$ cat src/rtl/toggle_pkg.sv
// -----------------------------------------------------------------------------
// toggle_pkg
// Shared definitions for the toggle request generator:
//   - two-bit state encodings and the FSM state enum built on them
//   - default debounce length and press-counter width
//   - helper that sizes the debounce counter from the debounce length
// -----------------------------------------------------------------------------
package toggle_pkg;

    // State encodings, kept as named constants so other blocks (status
    // decoders, debug taps) can refer to the raw values.
    localparam logic [1:0] IDLE        = 2'd0;
    localparam logic [1:0] DEB_PRESS   = 2'd1;
    localparam logic [1:0] HELD        = 2'd2;
    localparam logic [1:0] DEB_RELEASE = 2'd3;

    typedef enum logic [1:0] {
        ST_IDLE        = IDLE,
        ST_DEB_PRESS   = DEB_PRESS,
        ST_HELD        = HELD,
        ST_DEB_RELEASE = DEB_RELEASE
    } state_e;

    // Default number of consecutive stable synchronised cycles needed to
    // accept a press or a release.
    localparam int DEBOUNCE_CYCLES_DEF = 4;

    // Default width of the accepted-press counter.
    localparam int CNT_W_DEF = 8;

    // Debounce counter width: must be able to hold DEBOUNCE_CYCLES itself,
    // which is the saturation value.
    function automatic int deb_cnt_w(input int cycles);
        deb_cnt_w = $clog2(cycles + 1);
    endfunction

endpackage : toggle_pkg

$ cat src/rtl/sync_2ff.sv
// -----------------------------------------------------------------------------
// sync_2ff
// One-bit two-flop synchroniser for a level that is asynchronous to clk.
// The output is the input delayed by two rising clock edges. Both flops
// clear to 0 on the asynchronous active-low reset.
//
// Ports:
//   clk    in   1  destination clock, rising edge
//   rst_n  in   1  asynchronous active-low reset
//   d      in   1  asynchronous input level
//   q      out  1  synchronised level
// -----------------------------------------------------------------------------
module sync_2ff (
    input  logic clk,
    input  logic rst_n,
    input  logic d,
    output logic q
);

    logic meta_r;
    logic sync_r;

    // Two-stage capture; meta_r may go metastable, sync_r gives it a full
    // cycle to resolve before anything downstream looks at it.
    always_ff @(posedge clk or negedge rst_n) begin
        if (!rst_n) begin
            meta_r <= 1'b0;
            sync_r <= 1'b0;
        end else begin
            meta_r <= d;
            sync_r <= meta_r;
        end
    end

    assign q = sync_r;

endmodule : sync_2ff

$ cat src/rtl/toggle_req_gen.sv
// -----------------------------------------------------------------------------
// toggle_req_gen
// Upstream request stage for a toggle flip-flop. A raw, bouncy push-button
// level is synchronised and debounced; every accepted press produces one
// single-cycle pulse on t_out (wired straight to the flip-flop's t input)
// and bumps a wrapping press counter.
//
// Parameters:
//   DEBOUNCE_CYCLES  consecutive stable synchronised cycles to accept a
//                    press or release (1..65535)
//   CNT_W            width of press_cnt
//
// Ports:
//   clk        in   1      system clock, rising edge
//   rst        in   1      asynchronous active-low reset
//   btn_in     in   1      raw push-button level, asynchronous, may bounce
//   en         in   1      press-accept enable, synchronous to clk
//   t_out      out  1      single-cycle toggle pulse
//   press_cnt  out  CNT_W  accepted presses, wraps modulo 2^CNT_W
//   busy       out  1      FSM is not idle
// -----------------------------------------------------------------------------
module toggle_req_gen
    import toggle_pkg::*;
#(
    parameter int DEBOUNCE_CYCLES = DEBOUNCE_CYCLES_DEF,
    parameter int CNT_W           = CNT_W_DEF
) (
    input  logic             clk,
    input  logic             rst,
    input  logic             btn_in,
    input  logic             en,
    output logic             t_out,
    output logic [CNT_W-1:0] press_cnt,
    output logic             busy
);

    localparam int DCW = deb_cnt_w(DEBOUNCE_CYCLES);

    // Terminal count: the accepting/returning edge is the one seen while the
    // counter already holds DEBOUNCE_CYCLES-1.
    localparam logic [DCW-1:0]   CNT_LAST  = DCW'(DEBOUNCE_CYCLES - 1);
    localparam logic [DCW-1:0]   CNT_SAT   = DCW'(DEBOUNCE_CYCLES);
    localparam logic [DCW-1:0]   CNT_ZERO  = DCW'(1'b0);
    localparam logic [DCW-1:0]   CNT_ONE   = DCW'(1'b1);
    localparam logic [CNT_W-1:0] PRESS_ONE = CNT_W'(1'b1);

    logic             btn_s;
    state_e           state_r;
    state_e           state_s;
    logic [DCW-1:0]   deb_cnt_r;
    logic [DCW-1:0]   deb_cnt_s;
    logic             t_out_r;
    logic             t_out_s;
    logic [CNT_W-1:0] press_cnt_r;
    logic [CNT_W-1:0] press_cnt_s;

    // Saturating increment: the debounce counter must never wrap back into
    // a value that could look like a fresh count.
    function automatic logic [DCW-1:0] sat_inc(input logic [DCW-1:0] v);
        if (v == CNT_SAT) begin
            sat_inc = v;
        end else begin
            sat_inc = v + CNT_ONE;
        end
    endfunction

    // Bring the asynchronous button level into the clk domain.
    sync_2ff u_sync (
        .clk   (clk),
        .rst_n (rst),
        .d     (btn_in),
        .q     (btn_s)
    );

    // Next-state, debounce counter, pulse and press-count decode.
    // t_out_s defaults low so a pulse can never last more than one cycle.
    always_comb begin
        state_s     = state_r;
        deb_cnt_s   = deb_cnt_r;
        t_out_s     = 1'b0;
        press_cnt_s = press_cnt_r;

        case (state_r)
            ST_IDLE: begin
                if (btn_s) begin
                    state_s   = ST_DEB_PRESS;
                    deb_cnt_s = CNT_ZERO;
                end else begin
                    state_s   = ST_IDLE;
                end
            end

            ST_DEB_PRESS: begin
                if (!btn_s) begin
                    // Too short to be a press: drop it silently.
                    state_s   = ST_IDLE;
                    deb_cnt_s = CNT_ZERO;
                end else if (deb_cnt_r == CNT_LAST) begin
                    // Press accepted. en only matters on this edge; with en
                    // low the press is swallowed but still tracked as held.
                    state_s   = ST_HELD;
                    deb_cnt_s = CNT_ZERO;
                    if (en) begin
                        t_out_s     = 1'b1;
                        press_cnt_s = press_cnt_r + PRESS_ONE;
                    end else begin
                        t_out_s     = 1'b0;
                        press_cnt_s = press_cnt_r;
                    end
                end else begin
                    deb_cnt_s = sat_inc(deb_cnt_r);
                end
            end

            ST_HELD: begin
                if (!btn_s) begin
                    state_s   = ST_DEB_RELEASE;
                    deb_cnt_s = CNT_ZERO;
                end else begin
                    state_s   = ST_HELD;
                end
            end

            ST_DEB_RELEASE: begin
                if (btn_s) begin
                    // Release bounce: still held, and no new pulse.
                    state_s   = ST_HELD;
                    deb_cnt_s = CNT_ZERO;
                end else if (deb_cnt_r == CNT_LAST) begin
                    state_s   = ST_IDLE;
                    deb_cnt_s = CNT_ZERO;
                end else begin
                    deb_cnt_s = sat_inc(deb_cnt_r);
                end
            end

            default: begin
                state_s   = ST_IDLE;
                deb_cnt_s = CNT_ZERO;
            end
        endcase
    end

    // State, counter and output registers; reset clears everything at once,
    // so a press being debounced when reset hits is simply lost.
    always_ff @(posedge clk or negedge rst) begin
        if (!rst) begin
            state_r     <= ST_IDLE;
            deb_cnt_r   <= CNT_ZERO;
            t_out_r     <= 1'b0;
            press_cnt_r <= {CNT_W{1'b0}};
        end else begin
            state_r     <= state_s;
            deb_cnt_r   <= deb_cnt_s;
            t_out_r     <= t_out_s;
            press_cnt_r <= press_cnt_s;
        end
    end

    assign t_out     = t_out_r;
    assign press_cnt = press_cnt_r;
    assign busy      = (state_r != ST_IDLE);

endmodule : toggle_req_gen

$ cat config.mk
export PLATFORM = sky130hd
export DESIGN_NAME = toggle_req_gen
export DESIGN_NICKNAME = d
export VERILOG_FILES = /design/src/rtl/toggle_pkg.sv /design/src/rtl/sync_2ff.sv /design/src/rtl/toggle_req_gen.sv
export SDC_FILE = /design/constraint.sdc
export NUM_CORES = 1
export LEC_CHECK = 0
export ABC_AREA = 1
export BUFFER_PORTS_ARGS = -buffer_cell sky130_fd_sc_hd__buf_4
export CORE_MARGIN = 2
export CORE_UTILIZATION = 45
export CTS_CLUSTER_DIAMETER = 50
export DETAILED_ROUTE_END_ITERATION = 8
export PLACE_DENSITY = 0.8
export SLEW_MARGIN = 20
export SYNTH_ARGS = -nofsm -noshare
export SYNTH_HDL_FRONTEND = slang
export SYNTH_SLANG_ARGS = --single-unit
$ cat constraint.sdc
create_clock -name clk -period 1.4 [get_ports clk]
set_input_delay 0 -clock clk [delete_from_list [all_inputs] [get_ports clk]]
set_output_delay 0 -clock clk [all_outputs]
set_load 0.01 [all_outputs]
== Word level (Yosys, flattened, before mapping) ==
Cells that the tools add are included.
Storage, ports and cells
  output and inout bits: 10
  register bits: 16
Cells by class
  reduce and logical (&&, ||, !) cells: 5
  multiplexer cells: 18
  eq/ne operators: 9
  add/sub/neg operators: 2
Operators by type and width (number)
  3-bit two-way mux: 6
  3-bit one-hot mux with 4 select lines: 1
  8-bit by 1-bit adder with 8-bit output, second input constant: 1
  2-bit two-way mux: 4
  2-bit one-hot mux with 4 select lines: 1
  1-bit two-way mux: 6
  2-bit == test, second input constant: 2
  2-bit AND reduction: 2
  4-bit AND reduction: 1
  3-bit by 1-bit adder with 3-bit output, second input constant: 1
  3-bit by 2-bit == test with 1-bit output, second input constant: 1
  3-bit == test, second input constant: 1
  3-bit by 2-bit != test with 1-bit output, second input constant: 1
  3-bit != test, second input constant: 1
  2-bit by 1-bit == test with 1-bit output, second input constant: 1
  2-bit zero test: 1
  2-bit by 1-bit != test with 1-bit output, second input constant: 1
  2-bit != test, second input constant: 1
  2-bit nonzero test: 1

== Longest topological paths before layout ==
  depth in word-level cells: 5
  mapped depth: 8
  mapped depth without buffers: 8

== Modules after synthesis ==
A second synthesis with hierarchy kept.
Unflattened totals
  cell total of the unflattened synthesis: 88
  area, all modules: 785.8 um^2
By module, submodules not included
  toggle_req_gen: cells an instance 86, times used 1, sequential area each 350.3 um^2, area each 735.7 um^2
  sync_2ff: cells an instance 2, times used 1, sequential area each 50.0 um^2, area each 50.0 um^2

== Least setup slack after synthesis ==
No wires, ideal clock.
  path type: flip-flop to flip-flop
  start: reg deb_cnt_r[0]
  end: reg press_cnt_r[3] (netlist: press_cnt[3])
  required time: 1273 ps
  stages on the path, launching flop included: 8
  path slack: 43 ps
  arrival time: 1230 ps
  buffers on the path: 1
  cell sequence: dfrtp_1 ha_1 ha_1 nand3_1 nor2_2 buf_6 nand2_2 xnor2_2
On the way
  cells in the longest elaborated chain, start to end: 2
Ends and longest elaborated chain
  start: declaration: line toggle_req_gen.sv:50  | logic [DCW-1:0] deb_cnt_r;
  start signal: assignment: line toggle_req_gen.sv:154  | deb_cnt_r <= deb_cnt_s;
  3-bit by 2-bit == test with 1-bit output: line toggle_req_gen.sv:98  | end else if (deb_cnt_r == CNT_LAST) begin
  4-bit AND reduction (no line)
  end signal: assignment: line toggle_req_gen.sv:151  | press_cnt_r <= {CNT_W{1'b0}};
  end signal: assignment: line toggle_req_gen.sv:156  | press_cnt_r <= press_cnt_s;
  end: declaration: line toggle_req_gen.sv:54  | logic [CNT_W-1:0] press_cnt_r;
No other way between the ends.
A chain may end at the register's enable or synchronous reset.

== Worst setup path after layout ==
Ends and elaborated chain as after synthesis.

==> qor.csv <==
stage,metric,value,unit
timing,Slew HR,83.39,%
synth,mean area per synthesized cell,9.180,um^2
outcome,status,finished with violations,
worst_setup_path,reg2reg end,press_cnt[3]$_DFFE_PN0P_,
route,Routed WL,1579,um
die,I/O pin total,14,
cells_and_area,Area Growth Syn to Fin,32.62,%
placed_design,DP HPWL,1093,um
clock_network,clock root buffer master,clkbuf_4,
worst_setup_path,Crit. Startpoint,deb_cnt_r[0]$_DFFE_PN0P_,
synth,Yosys reg bits,16,
flow_run,Max Cap Viol,0,
synth,most frequent cell after synthesis,nand2_1,
route,initial DRC count,30,
die,initial core utilization,47.84,%
die,Die Width,46.61,um
worst_setup_path,Setup crit start kind,flip-flop,
synth,synthesized net count,97,
placed_design,gpl congestion,0.8898,
synth,number of distinct library cells after synthesis,18,
timing,Peak Freq,710.4,MHz
synth,Yosys top cell area share,49.00,%
worst_setup_path,worst r2r src,deb_cnt_r[0]$_DFFE_PN0P_,
placed_design,PortBufs,13,
timing,Worst-Margin Slew,249.1,ps
route,wire per inst,11.61,um
clock_network,Clock Sinks,16,
power_and_ir_drop,pwr dens,1300,nW/um^2
global_route,largest net degree at the start of global routing,17,
cells_and_area,final core utilization,63.44,%
power_and_ir_drop,Leakage,0.5468,nW
route,Residual DRC,0,
clock_network,Num CTS Buffers,3,
die,die height,46.61,um
synth,simple-gate share of the synthesized area,22.66,%
route,Antenna Nets Post-Route,0,
synth,post-synthesis cell count,89,
synth,"Seq/Total Area, Yosys",49.00,%
synth,ys async rst share,100.0,%
route,DR pass1 iterations,4,
timing,Layout Skew,0.9008,ps
clock_network,H-tree depth,1,
synth,number of synthesized flops with an enable pin,0,
timing,Final Hold Vio Count,0,
min_path,Hold Path Class,input pin to flip-flop,
cells_and_area,Nets,120,
clock_network,Worst-path clk slew,90,ps
clock_network,TritonCTS clock tree,done,
synth,complex-gate fraction of the synthesized area,5.360,%
timing,# setup viols final,2,
timing,RSZ-0062 raised after global routing,yes,
global_route,grt ovf,0,
synth,Mapped Area,817.0,um^2
synth,top cell type by total area after synthesis,dfrtp_1,
worst_setup_path,Setup crit end,press_cnt[3]$_DFFE_PN0P_,
worst_setup_path,WS Path Type,flip-flop to flip-flop,
global_route,global-route wire length before repair,2401,um
route,DR vias,675,
synth,main combinational cell family by area after synthesis,simple AND/OR/NAND/NOR gates,
die,Core ar.,1708,um^2
timing,fin crit share,100.5,%
timing,minimum clock period after layout,1408,ps
worst_setup_path,Max Fanout on Critical Path,6,
timing,worst setup margin,-7.675,ps
global_route,number of global-route vias before repair,605,
synth,yosys warns,0,
outcome,failing checks,setup timing,
global_route,GRT Total Usage,15.87,%
die,Placement Rows,15,
synth,top post-synthesis cells by area,"dfrtp_1 49%, nand2_1 11%, xnor2_2 8.0%",
synth,Post-Synth Adder-Cell Area,6.126,%
synth,post-synthesis mux area share,0,%
synth,xor/xnor share of the synthesized area,9.035,%
clock_network,clk buf depth,2,
cells_and_area,Antenna diodes,0,
power_and_ir_drop,total power,1.409,mW
power_and_ir_drop,worst vdd ir,922.0,uV
timing,setup TNS,-10.24,ps
clock_network,clk_lat worst skew,290,ps
worst_setup_path,CP Capture Type,flip-flop,
min_path,WHS Path Cells,4,
die,die area,2172,um^2
global_route,initial antenna violation count,0,
worst_setup_path,"Arr. time, crit path",1580,ps
timing,Pins Over Slew Limit,0,
worst_setup_path,flop2flop setup slack,-8,ps
cells_and_area,layout cells sized above 1,34.23,%
worst_setup_path,reg2reg path depth,7,
synth,Post-synth top cells,"23 x nand2_1, 16 x dfrtp_1, 12 x inv_1",
synth,dominant synthesized flop cell,dfrtp_1,
worst_setup_path,critical path required time,1580,ps
route,vias per inst,4.963,
==> power by group <==
group	switching, mW	internal [mW]	leakage (nW)
registers	0.0926	0.545	0.203
clock network	0.146	0.158	0.0210
logic	0.261	0.206	0.323
==> metrics by stage <==
step	hold slack, ps	cells	area [um^2]	setup WS (ps)
after global routing	110.6	136	1084	-71.08
after detailed placement	-130.4	128	962.2	24.64
after CTS	101.2	134	1018	10.97
final	92.66	136	1084	-7.675
after global placement	-132.7	128	962.2	68.97
after floorplan	-295.6	89	817.0	42.91
==> layout by cell type (no fill, tap or decap) <==
cell	n
nor2_1	2
buf_12	1
a21oi_1	2
nor2_4	1
a31oi_1	1
o21ai_0	2
nand2_2	5
clkbuf_16	1
clkbuf_4	3
xor2_1	1
ha_2	1
nor2_2	2
nand3_4	1
inv_1	12
o22ai_1	2
dfrtp_1	16
o21ai_1	1
clkbuf_8	1
ha_4	1
xnor2_2	4
ha_1	2
buf_4	15
dlygate4sd3_1	2
nand4_1	1
nand2_1	23
nand3_1	6
inv_2	2
==> sequential cells by signal, summed over array words and instances (netlist names), named ones only <==
name           count
t_out              1
u_sync.meta_r      1
deb_cnt_r          3
u_sync.q           1
press_cnt          8
state_r            1
==> cells by family (layout without fill, tap and decap cells) <==
kind of cell / after synthesis / count (layout)
AO/OA/AOI/OAI: 8 / 8
flip-flops: 16 / 16
XOR/XNOR: 5 / 5
adder cells (fa/ha/maj): 4 / 4
buffers and inverters: 15 / 37
AND/OR/NAND/NOR: 41 / 41
==> final cells by class <==
cell class | count | area [um^2]
Inverter | 14 | 52.55
Tap cell | 25 | 31.28
Multi-Input combinational cell | 58 | 385.4
Fill cell | 127 | 624.3
Timing Repair Buffer | 19 | 177.7
Sequential cell | 16 | 400.4
Clock buffer | 4 | 36.28
==> how the worst min path moves through the flow <==
stage / from / end
2_1_floorplan: rst / asynchronous set/reset pin
3_3_place_gp: rst / press_cnt[4]$_DFFE_PN0P_
3_5_place_dp: rst / press_cnt[4]$_DFFE_PN0P_
4_1_cts: rst / press_cnt[4]$_DFFE_PN0P_
5_1_grt: rst / press_cnt[6]$_DFFE_PN0P_
6_report: en / press_cnt[7]$_DFFE_PN0P_
==> critical path: stages, from the launching register on <==
cell,delay [ps]
dfrtp_1,380
ha_2,200
ha_4,140
nand3_4,70
nor2_4,180
buf_12,140
nand2_2,60
xnor2_2,130
==> timing repair <==
action | in CTS | in global routing
hold buffers | 2 | 0
buffers inserted | 0 | 1
setup endpoints to repair | 0 | 8
hold endpoints to repair | 17 | 0
resized for setup | 0 | 6
==> per-layer routing <==
layer  up-vias  GRT usage [%]  wire length, um
met2        27          26.94              799
li1        325              -                -
met4         0          7.222               24
met5         -              0                0
met3         8          3.137               92
met1       315          19.26              662
No activity file was read; power rests on OpenSTA's default activity.
